File: src/rtl/pmux_cfg_loader.sv
// Configuration sequencer for an array of pmux4 cells: collects one 4-bit LUT
// pattern per cell, then replays them with the two-column capture protocol.
module pmux_cfg_loader #(
  parameter int NUM_CELLS = 4,
  parameter int SETUP_CYC = 1,
  parameter int PULSE_CYC = 2,
  parameter int HOLD_CYC  = 1
) (
  input  logic                 clk,
  input  logic                 rst,
  input  logic                 cfg_valid,
  output logic                 cfg_ready,
  input  logic [3:0]           cfg_data,
  output logic [NUM_CELLS-1:0] prog_dat0,
  output logic [NUM_CELLS-1:0] prog_dat1,
  output logic [NUM_CELLS-1:0] prog_cap0,
  output logic [NUM_CELLS-1:0] prog_cap1,
  output logic                 done,
  output logic                 configured
);

  localparam int MAX_A   = (SETUP_CYC > PULSE_CYC) ? SETUP_CYC : PULSE_CYC;
  localparam int MAX_CYC = (MAX_A > HOLD_CYC) ? MAX_A : HOLD_CYC;
  localparam int CNT_W   = (MAX_CYC > 1) ? $clog2(MAX_CYC) : 1;
  localparam int IDX_W   = (NUM_CELLS > 1) ? $clog2(NUM_CELLS) : 1;

  localparam logic [CNT_W-1:0] SETUP_LD = CNT_W'(SETUP_CYC - 1);
  localparam logic [CNT_W-1:0] PULSE_LD = CNT_W'(PULSE_CYC - 1);
  localparam logic [CNT_W-1:0] HOLD_LD  = CNT_W'(HOLD_CYC - 1);
  localparam logic [IDX_W-1:0] LAST_IDX = IDX_W'(NUM_CELLS - 1);

  typedef enum logic [2:0] {
    S_LOAD     = 3'd0,
    S_C0_SETUP = 3'd1,
    S_C0_PULSE = 3'd2,
    S_C0_HOLD  = 3'd3,
    S_C1_SETUP = 3'd4,
    S_C1_PULSE = 3'd5,
    S_C1_HOLD  = 3'd6,
    S_DONE     = 3'd7
  } state_t;

  state_t           state_q, state_d;
  logic [CNT_W-1:0] cnt_q, cnt_d;
  logic [IDX_W-1:0] idx_q, idx_d;
  logic [3:0]       pat_q [NUM_CELLS];
  logic [3:0]       pat_d [NUM_CELLS];

  logic                 cfg_ready_q, cfg_ready_d;
  logic [NUM_CELLS-1:0] prog_dat0_q, prog_dat0_d;
  logic [NUM_CELLS-1:0] prog_dat1_q, prog_dat1_d;
  logic [NUM_CELLS-1:0] prog_cap0_q, prog_cap0_d;
  logic [NUM_CELLS-1:0] prog_cap1_q, prog_cap1_d;
  logic                 done_q, done_d;
  logic                 configured_q, configured_d;

  logic hs;
  logic in_c0;
  logic in_c1;

  assign hs    = cfg_valid & cfg_ready_q;
  assign in_c0 = (state_q == S_C0_SETUP) || (state_q == S_C0_PULSE) || (state_q == S_C0_HOLD);
  assign in_c1 = (state_q == S_C1_SETUP) || (state_q == S_C1_PULSE) ||
                 (state_q == S_C1_HOLD)  || (state_q == S_DONE);

  // Next-state, phase counter, cell index and pattern capture.
  always_comb begin
    state_d = state_q;
    cnt_d   = cnt_q;
    idx_d   = idx_q;
    for (int i = 0; i < NUM_CELLS; i++) begin
      pat_d[i] = pat_q[i];
    end
    case (state_q)
      S_LOAD: begin
        if (hs) begin
          for (int i = 0; i < NUM_CELLS; i++) begin
            if (idx_q == IDX_W'(i)) begin
              pat_d[i] = cfg_data;
            end else begin
              pat_d[i] = pat_q[i];
            end
          end
          if (idx_q == LAST_IDX) begin
            idx_d   = '0;
            state_d = S_C0_SETUP;
            cnt_d   = SETUP_LD;
          end else begin
            idx_d = idx_q + IDX_W'(1);
          end
        end else begin
          idx_d = idx_q;
        end
      end
      S_C0_SETUP: begin
        if (cnt_q == '0) begin
          state_d = S_C0_PULSE;
          cnt_d   = PULSE_LD;
        end else begin
          cnt_d = cnt_q - CNT_W'(1);
        end
      end
      S_C0_PULSE: begin
        if (cnt_q == '0) begin
          state_d = S_C0_HOLD;
          cnt_d   = HOLD_LD;
        end else begin
          cnt_d = cnt_q - CNT_W'(1);
        end
      end
      S_C0_HOLD: begin
        if (cnt_q == '0) begin
          state_d = S_C1_SETUP;
          cnt_d   = SETUP_LD;
        end else begin
          cnt_d = cnt_q - CNT_W'(1);
        end
      end
      S_C1_SETUP: begin
        if (cnt_q == '0) begin
          state_d = S_C1_PULSE;
          cnt_d   = PULSE_LD;
        end else begin
          cnt_d = cnt_q - CNT_W'(1);
        end
      end
      S_C1_PULSE: begin
        if (cnt_q == '0) begin
          state_d = S_C1_HOLD;
          cnt_d   = HOLD_LD;
        end else begin
          cnt_d = cnt_q - CNT_W'(1);
        end
      end
      S_C1_HOLD: begin
        if (cnt_q == '0) begin
          state_d = S_DONE;
          cnt_d   = '0;
        end else begin
          cnt_d = cnt_q - CNT_W'(1);
        end
      end
      S_DONE: begin
        state_d = S_LOAD;
        cnt_d   = '0;
      end
      default: begin
        state_d = S_LOAD;
        cnt_d   = '0;
        idx_d   = '0;
      end
    endcase
  end

  // Output decode: pins follow the state one cycle late, so data leads each strobe by the full setup time.
  always_comb begin
    cfg_ready_d  = (state_d == S_LOAD);
    prog_dat0_d  = '0;
    prog_dat1_d  = '0;
    prog_cap0_d  = (state_q == S_C0_PULSE) ? {NUM_CELLS{1'b1}} : {NUM_CELLS{1'b0}};
    prog_cap1_d  = (state_q == S_C1_PULSE) ? {NUM_CELLS{1'b1}} : {NUM_CELLS{1'b0}};
    done_d       = (state_q == S_DONE);
    configured_d = configured_q;
    for (int i = 0; i < NUM_CELLS; i++) begin
      if (in_c0) begin
        prog_dat0_d[i] = pat_q[i][0];
        prog_dat1_d[i] = pat_q[i][2];
      end else if (in_c1) begin
        prog_dat0_d[i] = pat_q[i][1];
        prog_dat1_d[i] = pat_q[i][3];
      end else begin
        prog_dat0_d[i] = 1'b0;
        prog_dat1_d[i] = 1'b0;
      end
    end
    if (state_q == S_DONE) begin
      configured_d = 1'b1;
    end else if (hs && (idx_q == '0)) begin
      configured_d = 1'b0;
    end else begin
      configured_d = configured_q;
    end
  end

  // State and output registers with synchronous reset.
  always_ff @(posedge clk) begin
    if (rst) begin
      state_q      <= S_LOAD;
      cnt_q        <= '0;
      idx_q        <= '0;
      for (int i = 0; i < NUM_CELLS; i++) begin
        pat_q[i] <= 4'h0;
      end
      cfg_ready_q  <= 1'b0;
      prog_dat0_q  <= '0;
      prog_dat1_q  <= '0;
      prog_cap0_q  <= '0;
      prog_cap1_q  <= '0;
      done_q       <= 1'b0;
      configured_q <= 1'b0;
    end else begin
      state_q      <= state_d;
      cnt_q        <= cnt_d;
      idx_q        <= idx_d;
      for (int i = 0; i < NUM_CELLS; i++) begin
        pat_q[i] <= pat_d[i];
      end
      cfg_ready_q  <= cfg_ready_d;
      prog_dat0_q  <= prog_dat0_d;
      prog_dat1_q  <= prog_dat1_d;
      prog_cap0_q  <= prog_cap0_d;
      prog_cap1_q  <= prog_cap1_d;
      done_q       <= done_d;
      configured_q <= configured_d;
    end
  end

  assign cfg_ready  = cfg_ready_q;
  assign prog_dat0  = prog_dat0_q;
  assign prog_dat1  = prog_dat1_q;
  assign prog_cap0  = prog_cap0_q;
  assign prog_cap1  = prog_cap1_q;
  assign done       = done_q;
  assign configured = configured_q;

endmodule

File: config.mk
export PLATFORM = sky130hd
export DESIGN_NAME = pmux_cfg_loader
export DESIGN_NICKNAME = d
export VERILOG_FILES = /design/src/rtl/pmux_cfg_loader.sv
export SDC_FILE = /design/constraint.sdc
export NUM_CORES = 1
export LEC_CHECK = 0
export CORE_MARGIN = 2
export CORE_UTILIZATION = 45
export DETAILED_ROUTE_END_ITERATION = 10
export PLACE_DENSITY = 0.78
export SLEW_MARGIN = 15
export SYNTH_ARGS = -nofsm -noshare
export SYNTH_HDL_FRONTEND = slang
export SYNTH_SLANG_ARGS = --single-unit
export TNS_END_PERCENT = 30
File: constraint.sdc
create_clock -name clk -period 1.35 [get_ports clk]
set_input_delay 0.135 -clock clk [delete_from_list [all_inputs] [get_ports clk]]
set_output_delay 0.135 -clock clk [all_outputs]
set_load 0.005 [all_outputs]
==> results by group <==
Pwr
  – Int Pwr: 1.49 mW
  – Reg power frac: 0.551
  – Overall power: 1.92 mW
  – Net Sw Frac: 0.225
  – P_leak: 0.993 nW
  – Comb power frac: 0.057
  – P_sw: 0.433 mW
  – Clk pwr share: 0.392
  – Peak supply drop: 0.525 mV
  – Power per cell area: 1010 nW/µm²

Critical path
  – Crit path largest cell delay: 490 ps
  – Family with the most delay on the worst path: buffers and inverters
  – Slowest cell on the critical path: clkdlybuf4s50_1
  – WP data required: 1220 ps
  – CP Buf/Inv Count: 1
  – CP Launch Type: register
  – R2R setup slack: 70 ps
  – Worst Path Arrival: 1180 ps
  – Endpoint class of the critical path: output port
  – Critical-path cell list: clkdlybuf4s50_1
  – Top fanout value on the critical path: 2
  – CP Class: reg2out

Yosys
  – Yosys warnings: 0
  – Synthesized net count: 173
  – Sequential-to-total area share from yosys stat: 0.458
  – Syn Std Cell Area: 1530 µm²
  – Syn Area/Cell: 9.44 µm²
  – Mapped Cells: 162
  – Number of distinct library cells after synthesis: 32
  – Number of synthesized register bits: 35

Detailed routing
  – Routed Antenna Nets: 0
  – Final wirelength: 2990 µm
  – WL/cell: 12.9 µm
  – Via density: 5.04
  – DR iter-0 viols: 25
  – Residual DRC: 0
  – First-pass DRT Iterations: 4
  – DR vias: 1170

CTS
  – Clock Latency Late Sink: 350 ps
  – Reg clk slew, reported paths: 110 ps
  – H-tree level count: 2
  – Num CTS Buffers: 5
  – Clock Path Buffers: 2
  – Clock sink total: 35
  – # hold bufs at CTS: 0
  – CTS root buffer: clkbuf_4
  – CTS tree: built

Die
  – Site row count: 21
  – Die width: 62.3 µm
  – Die height: 62.3 µm
  – Io pins: 26
  – Full die area: 3880 µm²
  – Initial cell density of the core: 0.462
  – Area of the core: 3310 µm²

STA
  – Max Freq: 763 MHz
  – Worst-Margin Slew: 592 ps
  – Hold_ws: 430 ps
  – Worst slew margin: 0.605
  – Clk_skew: 14.0 ps
  – Max-slew violations: 0
  – Fin crit share: 0.971
  – RSZ-0062 raised after global routing: false
  – Fin. Hold Viols: 0
  – Minimum clock period: 1310 ps
  – # setup viols final: 0

Run
  – Max cap viols: 0

GRT
  – GR peak layer: met2
  – Met3 GRT Util: 0.0507
  – GR Overflow Total: 0
  – Routing usage on met2: 0.293
  – GRT Resource Usage Total: 0.165
  – Number of global-route vias before repair: 1122
  – Initial antenna violation count: 0
  – First-pass GRT wire length: 4990 µm
  – Pin count of the biggest net entering global routing: 22
  – GR Layer Usage met1: 0.174

Finish
  – Finished Layout Cells: 232
  – Area Overhead vs Synth: 24.6%
  – Share of cells above drive strength 1: 0.194
  – Antenna Cells: 0
  – Design area: 1900 µm²
  – Final net count: 196

Place
  – Final GP Congestion: 0.787
  – Dpl hpwl: 2050 µm
  – PortBufs: 25
  – Placed Cells incl. Taps: 222
  – Placed instance area: 1770 µm²

Worst hold path
  – Hold Path Class: in2reg

Run status
  – Status: finished, final reports clean
worst min-delay path, delay by kind of cell:
kind / cells / cell delay, ps
muxes: 1 / 80
buffers and inverters: 1 / 390
and+or+nand+nor: 1 / 130
worst paths after layout:
path	startpoint	end	depth (start not counted)
worst max-delay path	configured$_SDFFE_PP0P_	configured	1
worst min-delay path	cfg_data[0]	pat_q[0][0]$_SDFFE_PP0P_	3
worst max register to register	state_q[0]$_SDFF_PP0_	cfg_ready$_SDFF_PP0_	3
worst min register to register	pat_q[3][3]$_SDFFE_PP0P_	prog_dat1[3]$_SDFF_PP0_	2
cell usage after synthesis:
cell type | count | area, µm²
a21oi_1 | 11 | 55.1
buf_6 | 3 | 33.8
nand4bb_1 | 1 | 11.3
nand3_1 | 3 | 15.0
or3_2 | 1 | 7.51
o21ai_0 | 3 | 15.0
xor2_1 | 1 | 8.76
inv_1 | 5 | 18.8
buf_1 | 1 | 3.75
and4bb_1 | 1 | 12.5
nor2b_1 | 2 | 12.5
or2_1 | 1 | 6.26
nor2_1 | 3 | 11.3
nor3_2 | 1 | 10.0
a31oi_1 | 1 | 6.26
nand3b_2 | 3 | 33.8
buf_2 | 4 | 20.0
nor3_1 | 3 | 15.0
nand3b_1 | 9 | 67.6
dfxtp_1 | 35 | 701
mux2_2 | 1 | 11.3
o211ai_1 | 1 | 7.51
nand2_1 | 32 | 120
ha_1 | 4 | 50.1
buf_4 | 7 | 52.6
or4_1 | 1 | 7.51
mux2i_1 | 17 | 170
a32oi_1 | 1 | 8.76
clkbuf_1 | 3 | 11.3
and2_4 | 1 | 8.76
or2b_1 | 1 | 7.51
a31o_2 | 1 | 8.76
metal layers:
| metal | wire length, µm | up-vias | share of wire |
|---|---|---|---|
| met5 | 0 | - | 0 |
| met4 | 44 | 0 | 0.015 |
| met3 | 121 | 5 | 0.041 |
| met2 | 1530 | 30 | 0.51 |
| met1 | 1290 | 549 | 0.43 |
| li1 | - | 586 | - |
kinds of logic after synthesis:
logic type      after synthesis  share of synthesized area
flops                        35                      0.458
mux                          18                      0.119
buf+inv                      23                     0.0917
fa+ha+maj                     4                     0.0327
xor+xnor                      1                    0.00573
compound gates               18                     0.0663
simple gates                 63                      0.227
final cells by class:
type / count / area (µm²)
multi-input combinational: 104 / 688
fill: 297 / 1410
timing repair buffer: 34 / 345
sequential: 35 / 713
inverter: 5 / 18.8
tap: 46 / 57.6
clock inverter: 3 / 43.8
clock buffer: 5 / 37.5
stage by stage:
step,setup slack (ps),util,setup TNS [ps]
floorplan,105,-,0
global placement,-197,0.534,-3130
detailed placement,-221,0.534,-3480
CTS,0.316,0.561,0
global route,3.55,0.575,0
finish,39.4,0.575,0
power by group through the flow:
stage          combinational, mW  clock (mW)  sequential, mW
3_5_place_dp               0.107           0            1.08
6_report                   0.110       0.753            1.06
2_1_floorplan             0.0679           0            1.08
5_1_grt                    0.122       0.822            1.06
4_1_cts                    0.111       0.775            1.06
3_3_place_gp               0.104           0            1.08
placed cells by master, fill, tap and decap left out, drive strengths merged, types with 2 or more instances in the layout:
master,Yosys,routed
a21oi,11,11
buf,15,9
clkbuf,3,5
clkdlybuf4s50,0,11
clkinv,0,2
dfxtp,35,35
dlygate4sd2,0,2
dlymetal6s2s,0,12
ha,4,4
inv,5,5
mux2i,17,17
nand2,32,32
nand3,3,3
nand3b,12,12
nor2,3,3
nor2b,2,2
nor3,4,4
o21ai,3,3
flip-flops by register name (all words and copies together) (netlist names):
| name | cells |
|---|---|
| cfg_ready | 1 |
| cnt_q | 1 |
| configured | 1 |
| done | 1 |
| idx_q | 2 |
| pat_q | 16 |
| prog_cap0 | 1 |
| prog_cap1 | 1 |
| prog_dat0 | 4 |
| prog_dat1 | 4 |
| state_q | 3 |
timing repair:
| action | 4_1_cts | 5_1_grt |
|---|---|---|
| gates resized for setup | 6 | 19 |
| setup buffers | 1 | 1 |
| endpoints found under the setup margin | 12 | 21 |
Power figures use the tool's default switching activity.
